<file path="src/rtl/tia_horizontal_lfsr_encoder.sv">
// rtl/tia_horizontal_lfsr_encoder.sv - binary horizontal count (0..56) to TIA 6-bit horizontal LFSR pattern
// Optional build: TIA_HLFSR_ENCODER_ROM_EN selects a one-cycle table lookup instead of iterative stepping.
module tia_horizontal_lfsr_encoder (
  input  logic       clk,
  input  logic       rstl,
  input  logic       req,
  input  logic [5:0] target,
  output logic       busy,
  output logic       valid,
  output logic [5:0] pattern,
  output logic       err
);

  localparam logic [5:0] LAST_COUNT = 6'd56;

  typedef enum logic [1:0] {IDLE, STEP, DONE} state_t;

  // Horizontal counter rule: shift right, XNOR of the two low bits feeds bit5.
  function automatic logic [5:0] lfsr_next(input logic [5:0] s);
    return {~(s[0] ^ s[1]), s[5:1]};
  endfunction

  state_t     state_q, state_d;
  logic       busy_q, busy_d;
  logic       valid_q, valid_d;
  logic [5:0] pattern_q, pattern_d;
  logic       err_q, err_d;

`ifdef TIA_HLFSR_ENCODER_ROM_EN
  // Table entry i holds the state reached after i steps from 000000.
  function automatic logic [6*57-1:0] build_rom();
    logic [6*57-1:0] r;
    logic [5:0]      s;
    r = '0;
    s = '0;
    for (int i = 0; i < 57; i++) begin
      r[i*6 +: 6] = s;
      s = lfsr_next(s);
    end
    return r;
  endfunction

  localparam logic [6*57-1:0] ROM = build_rom();

  logic [8:0] rom_idx;
  logic [5:0] rom_pattern;

  // Out-of-range targets index entry 0; their result is forced by the error path anyway.
  always_comb begin
    rom_idx     = (target > LAST_COUNT) ? 9'd0 : ({3'b000, target} * 9'd6);
    rom_pattern = ROM[rom_idx +: 6];
  end
`else
  logic [5:0] tgt_q, tgt_d;
  logic [5:0] cnt_q, cnt_d;
  logic [5:0] lfsr_q, lfsr_d;
`endif

  // Next-state and registered-output logic; outputs are computed from the state being entered.
  always_comb begin
    state_d   = state_q;
    busy_d    = busy_q;
    valid_d   = 1'b0;
    pattern_d = pattern_q;
    err_d     = err_q;
`ifndef TIA_HLFSR_ENCODER_ROM_EN
    tgt_d     = tgt_q;
    cnt_d     = cnt_q;
    lfsr_d    = lfsr_q;
`endif
    case (state_q)
      IDLE: begin
        busy_d = 1'b0;
        if (req) begin
          busy_d = 1'b1;
          if (target > LAST_COUNT) begin
            state_d   = DONE;
            valid_d   = 1'b1;
            err_d     = 1'b1;
            pattern_d = 6'b000000;
          end else begin
`ifdef TIA_HLFSR_ENCODER_ROM_EN
            state_d   = DONE;
            valid_d   = 1'b1;
            err_d     = 1'b0;
            pattern_d = rom_pattern;
`else
            state_d   = STEP;
            tgt_d     = target;
            cnt_d     = 6'd0;
            lfsr_d    = 6'b000000;
`endif
          end
        end
      end
`ifndef TIA_HLFSR_ENCODER_ROM_EN
      STEP: begin
        if (cnt_q == tgt_q) begin
          state_d   = DONE;
          valid_d   = 1'b1;
          err_d     = 1'b0;
          pattern_d = lfsr_q;
        end else begin
          cnt_d  = cnt_q + 6'd1;
          lfsr_d = lfsr_next(lfsr_q);
        end
      end
`endif
      DONE: begin
        state_d = IDLE;
        busy_d  = 1'b0;
      end
      default: begin
        state_d = IDLE;
        busy_d  = 1'b0;
      end
    endcase
  end

  // State and output registers; reset aborts any conversion in flight.
  always_ff @(posedge clk or negedge rstl) begin
    if (!rstl) begin
      state_q   <= IDLE;
      busy_q    <= 1'b0;
      valid_q   <= 1'b0;
      pattern_q <= 6'b000000;
      err_q     <= 1'b0;
`ifndef TIA_HLFSR_ENCODER_ROM_EN
      tgt_q     <= 6'd0;
      cnt_q     <= 6'd0;
      lfsr_q    <= 6'b000000;
`endif
    end else begin
      state_q   <= state_d;
      busy_q    <= busy_d;
      valid_q   <= valid_d;
      pattern_q <= pattern_d;
      err_q     <= err_d;
`ifndef TIA_HLFSR_ENCODER_ROM_EN
      tgt_q     <= tgt_d;
      cnt_q     <= cnt_d;
      lfsr_q    <= lfsr_d;
`endif
    end
  end

  assign busy    = busy_q;
  assign valid   = valid_q;
  assign pattern = pattern_q;
  assign err     = err_q;

endmodule

</file>
<file path="config.mk">
export PLATFORM = sky130hd
export DESIGN_NAME = tia_horizontal_lfsr_encoder
export DESIGN_NICKNAME = d
export VERILOG_FILES = /design/src/rtl/tia_horizontal_lfsr_encoder.sv
export SDC_FILE = /design/constraint.sdc
export NUM_CORES = 1
export LEC_CHECK = 0
export ABC_AREA = 0
export BUFFER_PORTS_ARGS = -buffer_cell sky130_fd_sc_hd__buf_2
export CORE_AREA = 2 2 56 58
export DETAILED_ROUTE_END_ITERATION = 8
export DIE_AREA = 0 0 58 60
export PLACE_DENSITY = 0.68
export SETUP_SLACK_MARGIN = 0.02
export SYNTH_ARGS = -nofsm -noshare
export SYNTH_HDL_FRONTEND = slang
export SYNTH_SLANG_ARGS = --single-unit
</file>
<file path="constraint.sdc">
create_clock -name clk -period 1.6 [get_ports clk]
set_input_delay 0.16 -clock clk [delete_from_list [all_inputs] [get_ports clk]]
set_output_delay 0.16 -clock clk [all_outputs]
set_load 0.05 [all_outputs]
</file>
==> metrics.md, run 1 <==
| Metric | Value |
|---|---|
| Run status | `finished, violations left` |
| Failing checks | `negative setup slack` |
| Via count | `a little over 1000` |
| IO Pins | `18` |
| Power per cell area | `~2200 nW/um2` |
| CTS tree | `done` |
| Complex-gate fraction of the synthesized area | `about a tenth` |
| Area delta synth->final | `32.4%` |
| Routed Antenna Nets | `0` |
| R2r endpoint | `pattern[5]` |
| CP Launch Type | `flop` |
| Ys Warns | `0` |
| Syn Nets | `125` |
| Area share of the largest cell type after synthesis | `around 53%` |
| Multiplexer share of the synthesized area | `14.8%` |
| Area of the multi-input gates | `666 um2` |
| Post-Syn Instances | `roughly 120` |
| Inserted Diodes | `0` |
| Crit path time final | `about 1700 ps` |
| Final Cell Area | `approximately 1800 um2` |
| Netlist Area Pre-Place | `about 1400 um2` |
| Clk root buf | `clkbuf_4` |
| Most common cell in the netlist | `dfrtp_1` |
| Distinct cells, synth | `36` |
| R2r setup slk | `-90 ps` |
| Largest family of logic cells by synthesized area | `multiplexers` |
| CTS H-tree lvls | `2` |
| Maximum buffer depth of the clock tree | `2` |
| Final Skew | `around 13 ps` |
| WL/cell | `14.7 um` |
| Hold Startpoint | `target[0]` |
| Proportion of layout cells with a drive suffix above 1 | `about 48%` |
| Largest net degree at the start of global routing | `30` |
| Setup TNS Final | `-423 ps` |
| Initial Util | `47.5%` |
| Top cells by area, synth | `dfrtp_1 53%, mux2_2 9.0%, mux2_4 4.4%, xnor2_1 2.5%, inv_1 2.5%` |
| Yosys reg bits | `29` |
| DR iter-0 viols | `25` |
| Placed cell area | `~1700 um2` |
| 1st-pass router iterations | `4` |
| Filler cell count | `~240` |
| Top FF cell, synth | `dfrtp_1` |
| Drt total wl | `about 2900 um` |
| Met2 GRT Util | `31.2%` |
| Final #Nets | `between 150 and 200` |
| XOR/XNOR share of the synthesized area | `4.45%` |
| Most frequent cells after synthesis | `29 x dfrtp_1, 11 x mux2_2, 9 x inv_1` |
| Placed insts | `about 180` |
| Max-slew violation count | `0` |
| Final Util | `around 63%` |
| Non-filler cells, final | `~200` |
| GRT Total Usage | `a little under a fifth` |
| Busiest grt layer | `met2` |
| Vias per cell | `between 5 and 6` |
| Final cycle utilization of the critical path | `105%` |
| Die width | `~58 um` |
| Reg2Reg Launch Point | `state_q[0]` |
| Setup Crit Path Kind | `flop to flop` |
| Worst Setup End Kind | `flop` |
| Grt met3 use | `5.84%` |
| # port buffers | `17` |
| Peak supply drop | `roughly 1.3 mV` |
| Max cap viols | `0` |
| Fmax | `0.592 GHz` |
| Post-route DRC | `0` |
| Crit path to | `pattern[5]` |
| Worst skew pair latency | `approximately 330 ps` |
| CORE AREA | `about 2900 um2` |
| Hold Slack | `roughly 86 ps` |
| Initial antenna violation count | `0` |
| RSZ-0062 raised after global routing | `true` |
| Worst setup margin | `-87.9 ps` |
| Adder-Cell Fraction of Synth Area | `less than 1%` |
| DIE HEIGHT | `approximately 60 um` |
| Post-DP HPWL | `about 2000 um` |
| Worst Hold Class | `input pin to flop` |
| TritonCTS sink count | `29` |
| Reg2reg path depth | `5` |
| Crit path max fanout | `6` |
| Met1 usage | `between 20% and 30%` |
| Avg Synthesized Cell Area | `roughly 12 um2` |
| Worst EP required | `about 1800 ps` |
| Ys async rst share | `100%` |
| Cell Rows | `20` |
| Sequential area share after synthesis | `roughly 53%` |
| Vias in the first global route | `roughly 1100` |
| Number of enable-type register cells in the synthesized netlist | `0` |
| CP Data Arrival Time | `1910 ps` |
| Storage element area | `between 700 and 800 um2` |
| Slew margin rel. | `a little under three fifths` |
| Final setup fails | `12` |
| CTS buffer count | `5` |
| Post-Synth Simple-Gate Area | `around 13%` |
| Crit. Startpoint | `state_q[0]` |
| Synth area leader | `dfrtp_1` |
| Final RePlAce weighted congestion | `0.725` |
| Leak pwr | `between 0.9 and 1 nW` |
| Fin. Hold Viols | `0` |
| Worst-path clk slew | `approximately 100 ps` |
| Die area | `~3500 um2` |
| Worst-Margin Slew | `between 600 and 700 ps` |
| First-pass GRT wire length | `4810 um` |
| Total grt overflow | `0` |
## cell usage in the layout (no fill, tap or decap), types with 2 or more instances in the layout
cell type,Yosys,routed
and2_1,5,5
buf_2,0,17
buf_4,0,21
buf_6,1,4
clkbuf_4,0,5
clkinv_2,0,2
dfrtp_1,29,29
inv_1,9,9
mux2_2,11,7
mux2_4,4,8
mux2i_1,2,2
nand2_1,5,5
nand3_1,4,4
nor3_1,5,4
o211ai_1,4,4
o21ai_0,4,4
xnor2_2,0,4
xor2_1,3,3
## per-layer routing
layer	vias up	routed length, um
met5	-	0
met4	0	62
met3	7	81
met2	14	1400
met1	506	1360
li1	506	-
## how the worst min path moves through the flow
stage / end / depth (start not counted)
3_3_place_gp: busy / 1
5_1_grt: tgt_q[2] / 2
4_1_cts: tgt_q[1] / 2
6_report: tgt_q[0] / 2
2_1_floorplan: busy / 0
3_5_place_dp: busy / 1
## cells by family (layout without fill, tap and decap cells)
logic type | after synthesis | after routing
simple gates | 30 | 30
flops | 29 | 29
fa+ha+maj | 1 | 1
mux | 17 | 17
compound gates | 18 | 18
xor+xnor | 7 | 7
buf+inv | 13 | 62
## layout make-up
type	count	area share (%)
sequential	29	39.8
multi-input combinational	73	36.5
clock inverter	2	0.548
timing repair buffer	43	16.3
clock buffer	6	2.26
tap	33	2.26
inverter	11	2.40
## timing repair
action | CTS | global route
gates resized for setup | 9 | 2
pin swaps | 2 | 0
gates cloned | 0 | 0
hold buffers | 1 | 0
setup buffers | 7 | 1
endpoints found under the hold margin | 29 | 0
endpoints found under the setup margin | 16 | 19
## per-stage QoR
step | total power, W | setup slack, ps
6_report | 0.00400 | -87.9
5_1_grt | 0.00427 | -139
4_1_cts | 0.00399 | -90.8
3_5_place_dp | 0.00342 | -58.8
3_3_place_gp | 0.00337 | -31.8
2_1_floorplan | 0.00278 | -81.0
## registers in the layout, summed over array words and instances, names as in the netlist
| signal | flops |
|---|---|
| state_q | 2 |
| tgt_q | 6 |
| cnt_q | 6 |
| valid | 1 |
| err | 1 |
| busy | 1 |
| pattern | 6 |
| lfsr_q | 6 |
## power by group
group / switching [W] / internal (W) / leakage, nW
registers: 0.000229 / 0.00107 / 0.357
clock network: 0.000259 / 0.000167 / 0.0320
logic: 0.00116 / 0.00112 / 0.513
total: 0.00165 / 0.00235 / 0.903
## worst max-delay path, stage by stage (launching register included)
cell     delay [ps]
dfrtp_1         430
or3b_4          400
nor3_4          160
a21oi_2          70
inv_2           160
mux2_2          360
No activity file was read; power rests on OpenSTA's default activity.
==> run 2, diff against run 1 <==
CORE_AREA = 2 2 51 53   (was 2 2 56 58)
DIE_AREA = 0 0 53 55   (was 0 0 58 60)
PLACE_DENSITY = 0.81   (was 0.68)
clock period = 1.95 ns   (was 1.6 ns; I/O delays follow)
==> metrics.md, run 2 (synthesis results as in run 1) <==
| Metric | Value |
|---|---|
| Fin. Hold Viols | `0 (unchanged)` |
| Inserted Diodes | `0 (unchanged)` |
| Worst skew pair latency | `330 ps (about the same)` |
| CTS H-tree lvls | `2 (unchanged)` |
| Final RePlAce weighted congestion | `0.894 (+23%)` |
| Fmax | `0.548 GHz (-7.4%)` |
| Setup Crit Path Kind | `flop to flop` |
| Most common cell after layout, fill and taps aside | `dfrtp_1` |
| Max-slew violation count | `0 (unchanged)` |
| Initial antenna violation count | `0 (unchanged)` |
| 1st-pass router iterations | `4 (unchanged)` |
| Routed Antenna Nets | `0 (unchanged)` |
| GRT Total Usage | `22.4% (+3.4 points)` |
| DIE HEIGHT | `55 um (-8.3%)` |
| TritonCTS sink count | `29 (unchanged)` |
| Worst Hold Class | `input pin to flop` |
| CP Data Arrival Time | `2040 ps (+130 ps)` |
| R2r setup slk | `130 ps (+210 ps)` |
| Crit path time final | `1820 ps (+136 ps)` |
| Crit. Startpoint | `cnt_q[5]` |
| Drt total wl | `2630 um (-9.3%)` |
| Clk root buf | `clkbuf_4` |
| Worst path cell trace | `xor2_1 > or2_4 > o31ai_4 > inv_2 > mux2_4` |
| DR iter-0 viols | `21 (-16%)` |
| Total grt overflow | `0 (unchanged)` |
| Die area | `2920 um2 (-16%)` |
| Largest net degree at the start of global routing | `30 (unchanged)` |
| Slew margin rel. | `59.1% (+3.0 points)` |
| CTS tree | `done` |
| Most frequent cells in the layout | `29 x dfrtp_1, 17 x buf_2, 11 x mux2_2` |
| Run status | `completed` |
| Worst EP required | `2170 ps (+340 ps)` |
| Die width | `53 um (-8.6%)` |
| Bufs and invs on worst path | `1 (unchanged)` |
| Area delta synth->final | `15.6%` |
| Crit path max-delay family | `flip-flops` |
| Slowest stage delay, CP | `440 ps (about the same)` |
| First-pass GRT wire length | `4400 um (-8.6%)` |
| Worst Setup End Kind | `flop` |
| Vias per cell | `5.68 (+8.3%)` |
| Post-route DRC | `0 (unchanged)` |
| Final cycle utilization of the critical path | `93.5% (-12 points)` |
| Final setup fails | `0 (-12)` |
| R2r endpoint | `lfsr_q[4]` |
| Post-DP HPWL | `1940 um (-1.8%)` |
| Peak supply drop | `1.26 mV (-5.0%)` |
| IO Pins | `18 (unchanged)` |
| CP Launch Type | `flop` |
| Slowest CP cell | `dfrtp_1` |
| Cell Rows | `18 (-10%)` |
| Reg2reg path depth | `5 (unchanged)` |
| Worst-path clk slew | `90 ps (about the same)` |
| # port buffers | `17 (unchanged)` |
| Setup TNS Final | `0 ps (+423 ps)` |
| Proportion of layout cells with a drive suffix above 1 | `35.0% (-13 points)` |
| Hold Slack | `122 ps (+36.7 ps)` |
| Reg2Reg Launch Point | `cnt_q[5]` |
| Max cap viols | `0 (unchanged)` |
| RSZ-0062 raised after global routing | `false` |
| Worst Hold Path EP | `tgt_q[2]` |
| Power per cell area | `1840 nW/um2 (-16%)` |
| CORE AREA | `2360 um2 (-19%)` |
| Crit path max fanout | `11 (+5)` |
| CTS buffer count | `5 (unchanged)` |
| Worst-Margin Slew | `613 ps (-44.7 ps)` |
| Hold Crit Depth | `2 (unchanged)` |
| WL/cell | `15.2 um (+3.2%)` |
| Postcts setup bufs | `0 (-7)` |
| Maximum buffer depth of the clock tree | `2 (unchanged)` |
| Hold Startpoint | `target[2]` |
| Final Skew | `10.3 ps (-2.65 ps)` |
| Final #Nets | `153 (-12%)` |
| Via count | `982 (-4.9%)` |
| Vias in the first global route | `1024 (-3.3%)` |
| Leak pwr | `0.765 nW (-15%)` |
| Initial Util | `58.3% (+11 points)` |
run 2: changes by cell type in the layout (fill, tap and decap cells not counted), sizes merged:
cell,delta
buf,-20
clkbuf,+1
clkinv,-2
run 2: final cells by class:
| cell class | instances | area, um2 |
|---|---|---|
| clock buffers | 7 | 55.1 |
| well taps | 30 | 37.5 |
| fillers | 197 | 771 |
| inverters | 11 | 41.3 |
| flip-flops and latches | 29 | 726 |
| repair buffers | 23 | 133 |
| multi-input cells | 73 | 602 |
run 2: per-layer routing:
metal  global-route usage (%)  wire length [um]  vias to the layer above
li1                         -                 -                      462
met1                     25.7              1140                      478
met2                     37.5              1300                       28
met3                     5.65               100                       14
met4                     15.0                96                        0
met5                        0                 0                        -
run 2: worst max-delay path by stage:
stage	endpoint	cells after the start
floorplan	lfsr_q[1]	6
global placement	pattern[1]	5
detailed placement	pattern[1]	5
CTS	pattern[1]	5
global route	lfsr_q[1]	5
finish	lfsr_q[4]	5
run 2: power breakdown:
group / leakage [nW] / switching (W) / internal (W)
combinational: 0.376 / 0.000820 / 0.000651
clock: 0.0314 / 0.000197 / 0.000170
sequential: 0.357 / 0.000221 / 0.000875
run 2: what timing repair did:
item                                    4_1_cts  5_1_grt
hold buffers                                  1        0
gates resized for setup                       0        1
hold endpoints to repair                     29        0
endpoints found under the setup margin        0        5
run 2: stage by stage:
stage                     power (W)  cells  setup WS, ps  util [%]  cell area (um2)
after global routing        0.00314    173          54.6      67.4             1590
after detailed placement    0.00257    165          90.3      64.4             1520
after CTS                   0.00295    173          79.4      67.2             1590
final                       0.00293    173           126      67.4             1590
after floorplan             0.00221    115           238         -             1380
after global placement      0.00251    165           119      64.4             1520
==> run 3, diff against run 2 <==
ABC_AREA = 1   (was 0)
CORE_AREA = 3 3 69 71   (was 2 2 51 53)
DIE_AREA = 0 0 72 74   (was 0 0 53 55)
PLACE_DENSITY = not set   (was 0.81)
==> metrics.md, run 3 <==
| Metric | Value |
|---|---|
| DR iter-0 viols | `58 (+180%)` |
| Peak supply drop | `0.586 mV (-53%)` |
| Hold Crit Depth | `3 (+1)` |
| Clk root buf | `clkbuf_8` |
| Ys Warns | `0 (unchanged)` |
| Post-route DRC | `0 (unchanged)` |
| Final Skew | `5.23 ps (-5.03 ps)` |
| Worst Hold Path EP | `tgt_q[5]` |
| CTS tree | `done` |
| Storage element area | `726 um2 (unchanged)` |
| Hold Startpoint | `target[5]` |
| Worst-Margin Slew | `647 ps (+33.9 ps)` |
| Worst Setup End Kind | `flop` |
| Slowest CP cell | `dfrtp_1` |
| Setup Crit Path Kind | `flop to flop` |
| CP Data Arrival Time | `1750 ps (-290 ps)` |
| Netlist Area Pre-Place | `1450 um2 (+4.9%)` |
| CTS buffer count | `5 (unchanged)` |
| Post-cts hold buffer count | `1 (unchanged)` |
| Area delta synth->final | `16.3%` |
| Crit path max-delay family | `simple AND/OR/NAND/NOR gates` |
| Proportion of layout cells with a drive suffix above 1 | `15.5% (-20 points)` |
| Total grt overflow | `0 (unchanged)` |
| Final Cell Area | `1680 um2 (+5.5%)` |
| Final #Nets | `217 (+42%)` |
| Final RePlAce weighted congestion | `0.764 (-14%)` |
| Final cycle utilization of the critical path | `81.6% (-12 points)` |
| CP Launch Type | `flop` |
| RSZ-0062 raised after global routing | `false` |
| First-pass GRT wire length | `5220 um (+19%)` |
| GRT Total Usage | `12.9% (-9.5 points)` |
| Power per cell area | `1700 nW/um2 (-7.8%)` |
| Routed Antenna Nets | `0 (unchanged)` |
| Syn Nets | `194 (+55%)` |
| R2r endpoint | `lfsr_q[4]` |
| IO Pins | `18 (unchanged)` |
| Crit path time final | `1590 ps (-233 ps)` |
| Yosys reg bits | `29 (unchanged)` |
| Avg Synthesized Cell Area | `7.86 um2 (-34%)` |
| Area share of the largest cell type after synthesis | `50.2% (-2.5 points)` |
| Vias in the first global route | `1151 (+12%)` |
| Worst EP required | `2110 ps (-60 ps)` |
| Distinct cells, synth | `17 (-53%)` |
| Reg2Reg Launch Point | `state_q[0]` |
| Initial Util | `33.7% (-25 points)` |
| Leak pwr | `0.941 nW (+23%)` |
| Max cap viols | `0 (unchanged)` |
| 1st-pass router iterations | `5 (+1)` |
| Vias per cell | `4.69 (-17%)` |
| Slowest stage delay, CP | `450 ps (about the same)` |
| Sequential area share after synthesis | `50.2% (-2.5 points)` |
| Maximum buffer depth of the clock tree | `2 (unchanged)` |
| Critical path depth in cells | `7 (+2)` |
| Number of enable-type register cells in the synthesized netlist | `0 (unchanged)` |
| Bufs and invs on worst path | `2 (+1)` |
| Most common cell in the netlist | `nand2_1` |
| Fmax | `0.629 GHz (+15%)` |
| Die width | `72 um (+36%)` |
| Reg2reg path depth | `7 (+2)` |
| Inserted Diodes | `0 (unchanged)` |
| Post-Syn Instances | `184 (+60%)` |
| Cell Rows | `24 (+6)` |
| R2r setup slk | `360 ps (+230 ps)` |
| CTS H-tree lvls | `2 (unchanged)` |
| WL/cell | `11.8 um (-23%)` |
| Worst path cell trace | `nor2_1 > inv_1 > nor2_1 > nand2_1 > buf_4 > nand3_1 > nand2_1` |
| Crit path max fanout | `15 (+4)` |
| Setup TNS Final | `0 ps (unchanged)` |
| Worst-path clk slew | `60 ps (-30 ps)` |
| Post-CTS Resized | `0 (unchanged)` |
| Via count | `1216 (+24%)` |
| Die area | `5330 um2 (+83%)` |
| Fin. Hold Viols | `0 (unchanged)` |
| Run status | `completed` |
| Final setup fails | `0 (unchanged)` |
| Top FF cell, synth | `dfrtp_1` |
| Drt total wl | `3040 um (+16%)` |
| Post-DP HPWL | `2230 um (+15%)` |
| Synth area leader | `dfrtp_1` |
| Filler cell count | `445 (+130%)` |
| Top cells by area, synth | `dfrtp_1 50%, nand2_1 15%, nand3_1 10%, inv_1 6.2%, nor2_1 3.6%` |
| # port buffers | `17 (unchanged)` |
| Worst Hold Class | `input pin to flop` |
| Initial antenna violation count | `0 (unchanged)` |
| Ys async rst share | `100% (unchanged)` |
| Most frequent cells after synthesis | `58 x nand2_1, 29 x dfrtp_1, 29 x nand3_1` |
| Largest net degree at the start of global routing | `30 (unchanged)` |
| CORE AREA | `4290 um2 (+82%)` |
| Most common cell after layout, fill and taps aside | `nand2_1` |
| Slew margin rel. | `56.8% (-2.3 points)` |
| Max-slew violation count | `0 (unchanged)` |
| DIE HEIGHT | `74 um (+35%)` |
| Placed cell area | `1590 um2 (+4.0%)` |
| Postcts setup bufs | `0 (unchanged)` |
| Worst skew pair latency | `280 ps (-50 ps)` |
| Area of the multi-input gates | `604 um2 (+0.42%)` |
| Most frequent cells in the layout | `58 x nand2_1, 29 x nand3_1, 29 x dfrtp_1` |
| TritonCTS sink count | `29 (unchanged)` |
## run 3: cell count changes in the layout (fill, tap and decap cells not counted), sizes merged, moves of 4 or more
| cell | before | now |
|---|---|---|
| nand4 | 1 | 8 |
| o211ai | 4 | 0 |
| and2 | 5 | 0 |
| nand3 | 4 | 30 |
| mux2 | 15 | 0 |
| nand2 | 5 | 59 |
| nor3 | 5 | 0 |
| inv | 11 | 24 |
| nor2 | 1 | 18 |
## run 3: per-stage QoR
step	cells	hold WS [ps]	power [W]	setup slack, ps	utilization [%]
4_1_cts	259	173	0.00288	355	39.2
3_5_place_dp	251	262	0.00238	367	36.9
6_report	259	174	0.00286	359	39.2
5_1_grt	259	196	0.00310	230	39.2
3_3_place_gp	251	261	0.00236	375	36.9
2_1_floorplan	184	-101	0.00209	695	-
## run 3: kinds of logic after synthesis
kind of cell | count (synthesis) | synth area share, %
xor gates and xnor gates | 3 | 1.82
buffers and inverters | 28 | 8.04
adders and majority gates | 1 | 0.865
AOI/OAI and AO/OA | 8 | 2.77
and+or+nand+nor | 115 | 36.3
DFF | 29 | 50.2
## run 3: how the worst max path moves through the flow
stage,startpoint,endpoint
6_report,state_q[0],lfsr_q[4]
5_1_grt,state_q[0],lfsr_q[2]
4_1_cts,state_q[0],lfsr_q[4]
3_5_place_dp,state_q[0],lfsr_q[4]
3_3_place_gp,state_q[0],lfsr_q[4]
2_1_floorplan,cnt_q[0],cnt_q[2]
## run 3: final cells by class
type	instances	share of cell area (%)
multi-input combinational	127	35.9
timing repair buffer	20	6.55
sequential	29	43.2
clock buffer	7	5.13
inverter	24	5.36
tap	52	3.87
## run 3: power breakdown
| group | switching [W] | internal, W |
|---|---|---|
| Sequential | 0.000230 | 0.000868 |
| Clock | 0.000206 | 0.000279 |
| Combinational | 0.000881 | 0.000391 |
| Total | 0.00132 | 0.00154 |
## run 3: layer usage
metal / global-route usage (%) / share of wire, % / up-vias
li1: - / - / 630
met4: 7.31 / 2.0 / 0
met1: 17.4 / 48 / 541
met3: 3.78 / 6.9 / 5
met2: 18.6 / 43 / 40
met5: 0 / 0 / -
## run 3: tightest hold or removal path, stage by stage
cell	delay, ps
buf_2	80
nor2_1	40
a21oi_1	90
